<file path="src/rtl/uart_tx_arbiter.sv">
// Round-robin arbiter that shares one uart_tx serializer between NREQ byte
// producers. It sequences the serializer's tx_cmd/tx_ready handshake. The
// granted byte is held on tx_din for the whole frame, because the serializer
// reads the data bits live while it shifts. All outputs are registered.
module uart_tx_arbiter #(
  parameter int unsigned NREQ   = 4,
  parameter int unsigned IDX_W  = 2,
  parameter int unsigned ACK_TO = 8
) (
  input  logic              bclk_i,
  input  logic              rst_ni,
  input  logic [NREQ-1:0]   req_valid_i,
  input  logic [8*NREQ-1:0] req_data_i,
  output logic [NREQ-1:0]   req_ack_o,
  input  logic              tx_ready_i,
  output logic              tx_cmd_o,
  output logic [7:0]        tx_din_o,
  output logic              busy_o,
  output logic [IDX_W-1:0]  grant_id_o,
  output logic              frame_done_o,
  output logic              retry_err_o
);

  // The timeout counter only has to hold 0 .. ACK_TO-1.
  localparam int unsigned CntW = (ACK_TO > 1) ? $clog2(ACK_TO) : 1;

  typedef enum logic [1:0] {
    StIdle  = 2'd0,
    StIssue = 2'd1,
    StAck   = 2'd2,
    StBusy  = 2'd3
  } state_e;

  state_e           state_q, state_d;

  logic [NREQ-1:0]  req_ack_q, req_ack_d;
  logic             tx_cmd_q, tx_cmd_d;
  logic [7:0]       tx_din_q, tx_din_d;
  logic             busy_q, busy_d;
  logic [IDX_W-1:0] grant_id_q, grant_id_d;
  logic             frame_done_q, frame_done_d;
  logic             retry_err_q, retry_err_d;
  logic [IDX_W-1:0] rr_ptr_q, rr_ptr_d;
  logic [CntW-1:0]  to_cnt_q, to_cnt_d;

  logic             win_found;
  logic [IDX_W-1:0] win_idx;
  logic [7:0]       win_data;
  logic [NREQ-1:0]  valid_rot;
  int unsigned      cand;

  logic             grant_go;
  logic             to_expired;
  logic [IDX_W-1:0] rr_next;

  // Round-robin search: start at rr_ptr, walk upward modulo NREQ, and take
  // the first requester that has valid asserted.
  always_comb begin
    win_found = 1'b0;
    win_idx   = '0;
    cand      = 0;
    valid_rot = '0;
    for (int unsigned i = 0; i < NREQ; i++) begin
      cand = 32'(rr_ptr_q) + i;
      if (cand >= NREQ) begin
        cand = cand - NREQ;
      end
      valid_rot = req_valid_i >> cand;
      if (!win_found && valid_rot[0]) begin
        win_found = 1'b1;
        win_idx   = IDX_W'(cand);
      end
    end
  end

  // Byte of the current winner; only sampled on the grant cycle.
  assign win_data = 8'(req_data_i >> (32'(win_idx) * 32'd8));

  // A grant needs an idle serializer and at least one pending request.
  assign grant_go   = (state_q == StIdle) && tx_ready_i && win_found;
  assign to_expired = (to_cnt_q == CntW'(ACK_TO - 1));

  // After a frame, the pointer moves to the requester just past the one served.
  assign rr_next = (grant_id_q == IDX_W'(NREQ - 1)) ? '0 : grant_id_q + IDX_W'(1);

  // State register.
  always_ff @(posedge bclk_i or negedge rst_ni) begin
    if (!rst_ni) begin
      state_q <= StIdle;
    end else begin
      state_q <= state_d;
    end
  end

  // Next-state logic for the issue / ack / busy handshake.
  always_comb begin
    state_d = state_q;
    unique case (state_q)
      StIdle: begin
        if (grant_go) begin
          state_d = StIssue;
        end
      end
      StIssue: begin
        state_d = StAck;
      end
      StAck: begin
        // The serializer drops tx_ready a couple of edges after it sees
        // tx_cmd. If it never drops, the same byte is issued again.
        if (!tx_ready_i) begin
          state_d = StBusy;
        end else if (to_expired) begin
          state_d = StIssue;
        end
      end
      StBusy: begin
        if (tx_ready_i) begin
          state_d = StIdle;
        end
      end
      default: begin
        state_d = StIdle;
      end
    endcase
  end

  // Output and datapath next-state. The outputs are registered, so each value
  // is computed here for the state being entered.
  always_comb begin
    req_ack_d    = '0;
    tx_cmd_d     = (state_d == StIssue);
    tx_din_d     = tx_din_q;
    busy_d       = (state_d != StIdle);
    grant_id_d   = grant_id_q;
    frame_done_d = 1'b0;
    retry_err_d  = 1'b0;
    rr_ptr_d     = rr_ptr_q;
    to_cnt_d     = to_cnt_q;
    unique case (state_q)
      StIdle: begin
        // tx_din and grant_id change only here. They hold through the frame.
        if (grant_go) begin
          tx_din_d   = win_data;
          grant_id_d = win_idx;
          req_ack_d  = NREQ'(1) << win_idx;
        end
      end
      StIssue: begin
        to_cnt_d = '0;
      end
      StAck: begin
        if (tx_ready_i) begin
          if (to_expired) begin
            // Re-issue without repeating req_ack: the byte is already owned.
            retry_err_d = 1'b1;
          end else begin
            to_cnt_d = to_cnt_q + CntW'(1);
          end
        end
      end
      StBusy: begin
        if (tx_ready_i) begin
          frame_done_d = 1'b1;
          rr_ptr_d     = rr_next;
        end
      end
      default: begin
        rr_ptr_d = rr_ptr_q;
      end
    endcase
  end

  // Output and datapath registers.
  always_ff @(posedge bclk_i or negedge rst_ni) begin
    if (!rst_ni) begin
      req_ack_q    <= '0;
      tx_cmd_q     <= 1'b0;
      tx_din_q     <= 8'h00;
      busy_q       <= 1'b0;
      grant_id_q   <= '0;
      frame_done_q <= 1'b0;
      retry_err_q  <= 1'b0;
      rr_ptr_q     <= '0;
      to_cnt_q     <= '0;
    end else begin
      req_ack_q    <= req_ack_d;
      tx_cmd_q     <= tx_cmd_d;
      tx_din_q     <= tx_din_d;
      busy_q       <= busy_d;
      grant_id_q   <= grant_id_d;
      frame_done_q <= frame_done_d;
      retry_err_q  <= retry_err_d;
      rr_ptr_q     <= rr_ptr_d;
      to_cnt_q     <= to_cnt_d;
    end
  end

  assign req_ack_o    = req_ack_q;
  assign tx_cmd_o     = tx_cmd_q;
  assign tx_din_o     = tx_din_q;
  assign busy_o       = busy_q;
  assign grant_id_o   = grant_id_q;
  assign frame_done_o = frame_done_q;
  assign retry_err_o  = retry_err_q;

endmodule

</file>
<file path="config.mk">
export PLATFORM = sky130hd
export DESIGN_NAME = uart_tx_arbiter
export DESIGN_NICKNAME = d
export VERILOG_FILES = /design/src/rtl/uart_tx_arbiter.sv
export SDC_FILE = /design/constraint.sdc
export NUM_CORES = 1
export LEC_CHECK = 0
export CAP_MARGIN = 10
export CORE_MARGIN = 8
export CORE_UTILIZATION = 45
export CTS_CLUSTER_SIZE = 12
export DETAILED_ROUTE_END_ITERATION = 8
export GPL_TIMING_DRIVEN = 1
export PLACE_DENSITY = 0.8
export SKIP_CTS_REPAIR_TIMING = 1
export SYNTH_ARGS = -nofsm -noshare
export SYNTH_HDL_FRONTEND = slang
export SYNTH_SLANG_ARGS = --single-unit
</file>
<file path="constraint.sdc">
create_clock -name bclk_i -period 3.3 [get_ports bclk_i]
set_clock_uncertainty 0.1 [all_clocks]
set_input_delay 0.33 -clock bclk_i [delete_from_list [all_inputs] [get_ports bclk_i]]
set_output_delay 0.33 -clock bclk_i [all_outputs]
set_load 0.02 [all_outputs]
</file>
==> flow_summary.json, run 1 <==
{
  "clkTransAtPathRegs_ns": 0.15,
  "max_freq_mhz": 331,
  "cp-startpoint": "rr_ptr_q[1]",
  "status": "complete, no violations",
  "critical_path_peak_fanout": 9,
  "syn_avg_cell_area_um2": 11.3,
  "stdcell_count": 247,
  "start_util_pct": 45.5,
  "leakage_uw": 0.000972,
  "die-area_um2": 5800,
  "routed_wl_um": 4050,
  "route.detailed.drc": 0,
  "critPathRequiredTime_ns": 3.41,
  "setup_viol": 0,
  "first_global_vias": 1432,
  "wl_per_cell_um": 16.4,
  "synth_cell_types": 38,
  "drtAntennaViolNets": 0,
  "antenna_found_initial": 0,
  "slew_violations": 0,
  "crit_end": "tx_din_o[4]",
  "vias_per_cell": 5.42,
  "pwr_density_cell_nw_per_um2": 800,
  "crit_type": "flip-flop to flip-flop",
  "globalplace.congestion": 1.05,
  "placed_cells": 242,
  "root_buffer": "clkbuf_4",
  "min_path_type": "input pin to asynchronous set/reset pin",
  "synth_fp_nets": 191,
  "cts_buffers": 3,
  "postSynth.asyncResetShare_pct": 100,
  "fp-row-count": 22,
  "clockBufferDepth": 2,
  "clk_latency_ns": 0.33,
  "fin_nets": 247,
  "drt-initial-drc-count": 65,
  "setup_tns_ns": 0,
  "rrSetupSlack_ns": 0.28,
  "crit_path_cell_trace": "inv_1 -> ha_1 -> mux4_2 -> a21boi_1 -> nor4b_2 -> o2bb2ai_2 -> or2_1 -> o221ai_2",
  "track_usage_pct": 13.8,
  "synthesis.area_um2": 1630,
  "pre_cts_ws_ns": 0.271,
  "hold_viol": 0,
  "tightest_slew_ns": 0.465,
  "clock_sinks": 25,
  "drive_gt1_share_pct": 14.6,
  "diodes": 0,
  "yosysSeqAreaShare_pct": 38.4,
  "h-tree-depth": 1,
  "synth-edff-count": 0,
  "period_needed_ns": 3.02,
  "grt_max_degree": 26,
  "core_area_um2": 3580,
  "synth_seq_cells": 25,
  "ios": 57,
  "dpl.hpwl_um": 3160,
  "port_buffers": 56,
  "maxCapViolCount": 0,
  "finalWorstSetupSlack_ns": 0.280,
  "timing.final.crit_share_pct": 91.5,
  "reg2reg_to": "tx_din_o[4]",
  "end_kind": "flip-flop",
  "crit_arrival_ns": 3.13,
  "crit_slowest_cell": "dfrtp_1",
  "syn_to_final_growth_pct": 37.9,
  "cp-start-kind": "flip-flop",
  "synth_ff_type": "dfrtp_1",
  "cts_tree": "built",
  "hold_ws_ns": 0.194,
  "num_vias": 1339,
  "r2r_start": "rr_ptr_q[1]",
  "reg2reg_depth": 8,
  "ir_drop_mv": 0.312,
  "fillers": 313,
  "ys_warn_count": 0,
  "gr-total-overflow": 0,
  "cpPeakStageDelay_ns": 0.55,
  "syn_inst": 144,
  "rsz0062_at_grt": "false",
  "grt_pass1_wl_um": 6840,
  "die_y_um": 76.2,
  "die_width_um": 76.2,
  "slew-limit-headroom_pct": 69.0,
  "drt_pre_antenna_iters": 4
}
cells in the final DEF, fill, tap and decap left out, types with 2 or more instances in the layout:
cell type,n
a22oi_1,2
and3_1,2
buf_4,3
clkbuf_4,3
clkdlybuf4s50_1,56
dfrtp_1,25
ha_1,8
inv_1,4
mux2_2,2
mux2i_1,22
nand2_1,19
nand2b_1,2
nor2_1,9
nor3_1,3
nor3b_1,4
o21ai_1,5
o221ai_2,8
worst max-delay path: cells and delay by family (launching register included):
kind            cells  cell delay, ns
compound gates      3            0.62
fa+ha+maj           1            0.37
buf+inv             1            0.18
flops               1            0.55
mux                 1            0.23
simple gates        2            0.87
power breakdown:
part | total [uW] | internal, uW | switching (uW)
sequential | 517 | 415 | 102
combinational | 1140 | 542 | 594
clock | 142 | 46.3 | 96.0
total | 1800 | 1000 | 792
layer usage:
metal | global-route usage (%) | share of wire (%) | vias up
met5 | 0 | 0 | -
met3 | 1.42 | 4.5 | 10
met1 | 15.8 | 41 | 642
met4 | 6.15 | 2.4 | 0
met2 | 25.2 | 52 | 53
li1 | - | - | 634
cells by family after synthesis:
group | count (synthesis) | synth area share, %
muxes | 26 | 17.0
DFF | 25 | 38.4
and+or+nand+nor | 45 | 14.7
buffers and inverters | 13 | 6.07
adders and majority gates | 8 | 6.14
AOI/OAI and AO/OA | 27 | 17.7
metrics by stage:
stage / power (uW) / utilization [%] / instance area (um^2)
2_1_floorplan: 1370 / - / 1630
3_3_place_gp: 1610 / 61.2 / 2190
3_5_place_dp: 1660 / 61.2 / 2190
4_1_cts: 1800 / 62.0 / 2220
5_1_grt: 1930 / 62.8 / 2250
6_report: 1800 / 62.8 / 2250
worst min path at each step:
stage	to	slack, ns
after global placement	tx_din_o[4]	0.37
after floorplan	busy_o	-0.07
final	to_cnt_q[0]	0.19
after CTS	tx_din_o[0]	0.41
after global routing	to_cnt_q[0]	0.22
after detailed placement	tx_din_o[3]	0.37
sequential cells by signal, indices dropped and copies added, names as in the netlist:
register      flops
tx_din_o          8
req_ack_o         4
to_cnt_q          3
grant_id_o        2
rr_ptr_q          2
state_q           2
busy_o            1
frame_done_o      1
retry_err_o       1
tx_cmd_o          1
synth_stat cells, types with 2 or more instances:
| master | instances | area [um^2] |
|---|---|---|
| ha_1 | 8 | 100 |
| nor2_1 | 9 | 33.8 |
| nor3_1 | 3 | 15.0 |
| o21ai_1 | 5 | 25.0 |
| nand2_1 | 19 | 71.3 |
| buf_6 | 5 | 56.3 |
| mux2i_1 | 22 | 220 |
| clkbuf_1 | 2 | 7.51 |
| nor3b_1 | 4 | 30.0 |
| mux2_2 | 2 | 22.5 |
| dfrtp_1 | 25 | 626 |
| o221ai_2 | 8 | 120 |
| and3_1 | 2 | 12.5 |
| nand2b_1 | 2 | 12.5 |
| a22oi_1 | 2 | 15.0 |
| inv_1 | 4 | 15.0 |
area by class of cell:
cell class / instances / area [um^2] / share of cell area [%]
multi-input combinational: 106 / 905 / 40.3
sequential: 25 / 626 / 27.9
timing repair buffer: 60 / 611 / 27.2
tap: 48 / 60.1 / 2.67
clock buffer: 3 / 22.5 / 1.00
inverter: 4 / 15.0 / 0.669
clock inverter: 1 / 7.51 / 0.334
Power figures use the tool's default switching activity.
==> inputs of run 2 (changes only) <==
--- a/config.mk
+++ b/config.mk
@@ -7,11 +7,11 @@
 export LEC_CHECK = 0
 export CAP_MARGIN = 10
 export CORE_MARGIN = 8
-export CORE_UTILIZATION = 45
+export CORE_UTILIZATION = 40
 export CTS_CLUSTER_SIZE = 12
 export DETAILED_ROUTE_END_ITERATION = 8
 export GPL_TIMING_DRIVEN = 1
-export PLACE_DENSITY = 0.8
+export PLACE_DENSITY_LB_ADDON = 0.15
 export SKIP_CTS_REPAIR_TIMING = 1
 export SYNTH_ARGS = -nofsm -noshare
 export SYNTH_HDL_FRONTEND = slang
==> run 2 against run 1 <==
  * Critical path depth is the same
  * Final cell count grew 0.81%
  * Maximum frequency grew 0.82%
  * Die area grew 9.8%
  * Via count shrank 3.9%
  * Hold slack gained 0.13 ns
  * Total power grew 3.2%
  * Non-clock buffer count is the same
  * Largest cell class unchanged
  * Largest power group unchanged
==> flow_summary.json, run 2 (synthesis gave the netlist of run 1 again) <==
{
  "status": "complete, no violations",
  "hold_ws_ns": 0.322,
  "drive_gt1_share_pct": 14.1,
  "critical_path_peak_fanout": 9,
  "fin_util_pct": 56.8,
  "cts_tree": "built",
  "register_area_um2": 626,
  "slew_violations": 0,
  "crit_type": "flip-flop to flip-flop",
  "routed_wl_um": 3990,
  "crit_arrival_ns": 3.03,
  "period_needed_ns": 3.00,
  "fin_nets": 247,
  "setup_tns_ns": 0,
  "route.detailed.drc": 0,
  "final_common_cell": "clkdlybuf4s50_1",
  "clkTransAtPathRegs_ns": 0.08,
  "final_cell_area_um2": 2260,
  "root_buffer": "clkbuf_8",
  "timing.final.crit_share_pct": 90.8,
  "crit_buf_inv": 1,
  "largest_register_ffs": 8,
  "r2r_start": "rr_ptr_q[1]",
  "clockBufferDepth": 2,
  "grt_pass1_wl_um": 6410,
  "vias_per_cell": 5.17,
  "crit_slowest_cell": "dfrtp_1",
  "drt_pre_antenna_iters": 4,
  "die_width_um": 79.8,
  "port_buffers": 56,
  "critPathRequiredTime_ns": 3.33,
  "placed_area_um2": 2210,
  "end_kind": "flip-flop",
  "pwr_density_cell_nw_per_um2": 822,
  "clk_latency_ns": 0.26,
  "rsz0062_at_grt": "false",
  "leakage_uw": 0.000978,
  "clock_sinks": 25,
  "cp-start-kind": "flip-flop",
  "cts_buffers": 3,
  "tightest_slew_ns": 0.472,
  "syn_to_final_growth_pct": 38.5,
  "core_area_um2": 3970,
  "wl_per_cell_um": 16.0,
  "setup_viol": 0,
  "drtAntennaViolNets": 0,
  "cpPeakStageDelay_ns": 0.53,
  "ios": 57,
  "rrSetupSlack_ns": 0.30,
  "maxCapViolCount": 0,
  "first_global_vias": 1309,
  "gr-total-overflow": 0,
  "reg2reg_depth": 8,
  "start_util_pct": 41.0,
  "dpl.hpwl_um": 3100,
  "path_delay_family": "simple AND/OR/NAND/NOR gates",
  "drt-initial-drc-count": 22,
  "track_usage_pct": 12.4,
  "max_freq_mhz": 334,
  "min_path_type": "input pin to asynchronous set/reset pin",
  "hold_viol": 0,
  "fp-row-count": 23,
  "fillers": 329,
  "multi_input_area_um2": 905,
  "placed_cells": 245,
  "crit_path_cell_trace": "inv_1 -> ha_1 -> mux4_2 -> a21boi_1 -> nor4b_2 -> o2bb2ai_2 -> or2_1 -> o221ai_2",
  "layout_common_cells": "clkdlybuf4s50_1, dfrtp_1, mux2i_1, nand2_1, nor2_1",
  "die_y_um": 79.8,
  "num_vias": 1287,
  "slew-limit-headroom_pct": 68.5,
  "grt_max_degree": 26,
  "reg2reg_to": "tx_din_o[4]",
  "globalplace.congestion": 0.959,
  "ir_drop_mv": 0.496,
  "h-tree-depth": 1,
  "stdcell_count": 249,
  "diodes": 0,
  "antenna_found_initial": 0,
  "die-area_um2": 6370
}
## run 2: changes by cell type in the layout (fill, tap and decap cells not counted)
| cell | delta |
|---|---|
| clkbuf_4 | -3 |
| clkinvlp_4 | -1 |
| buf_16 | -1 |
| clkbuf_8 | +3 |
| buf_12 | +1 |
| clkbuf_1 | +1 |
## run 2: where the power goes
| group | internal [uW] | total (uW) | switching (uW) |
|---|---|---|---|
| Clock | 86.1 | 175 | 89.3 |
| Combinational | 565 | 1170 | 605 |
| Sequential | 416 | 509 | 92.8 |
| Total | 1070 | 1850 | 787 |
## run 2: cell type report
class	instances	share of cell area, %
multi-input cells	106	40.1
flip-flops and latches	25	27.7
repair buffers	60	26.7
well taps	50	2.77
clock buffers	4	2.00
inverters	4	0.666
## run 2: worst max path at each step
stage / start / endpoint / slack, ns / cells past startpoint
2_1_floorplan: rr_ptr_q[0] / tx_din_o[0] / 0.67 / 10
3_3_place_gp: rr_ptr_q[1] / tx_din_o[4] / 0.45 / 8
3_5_place_dp: rr_ptr_q[1] / tx_din_o[4] / 0.30 / 8
4_1_cts: rr_ptr_q[1] / tx_din_o[4] / 0.29 / 8
5_1_grt: rr_ptr_q[1] / tx_din_o[4] / 0.14 / 8
6_report: rr_ptr_q[1] / tx_din_o[4] / 0.30 / 8
## run 2: metal layers
metal / wire [um] / track usage (%) / part of all wire [%]
met5: 0 / 0 / 0
met1: 1730 / 15.6 / 43
met2: 2040 / 20.8 / 51
met3: 196 / 2.82 / 4.9
met4: 17 / 2.91 / 0.43
## run 2: worst reg2reg max path, delay by kind of cell, from the launching register on
family | cells | cell delay, ns
buffers and inverters | 1 | 0.17
DFF | 1 | 0.53
muxes | 1 | 0.23
and+or+nand+nor | 2 | 0.86
adders and majority gates | 1 | 0.36
AOI/OAI and AO/OA | 3 | 0.61
## run 2: through the flow
step | setup slack (ns) | total power (uW)
after floorplan | 0.666 | 1370
after global placement | 0.449 | 1660
after detailed placement | 0.304 | 1700
after CTS | 0.293 | 1880
after global routing | 0.138 | 1990
final | 0.305 | 1850
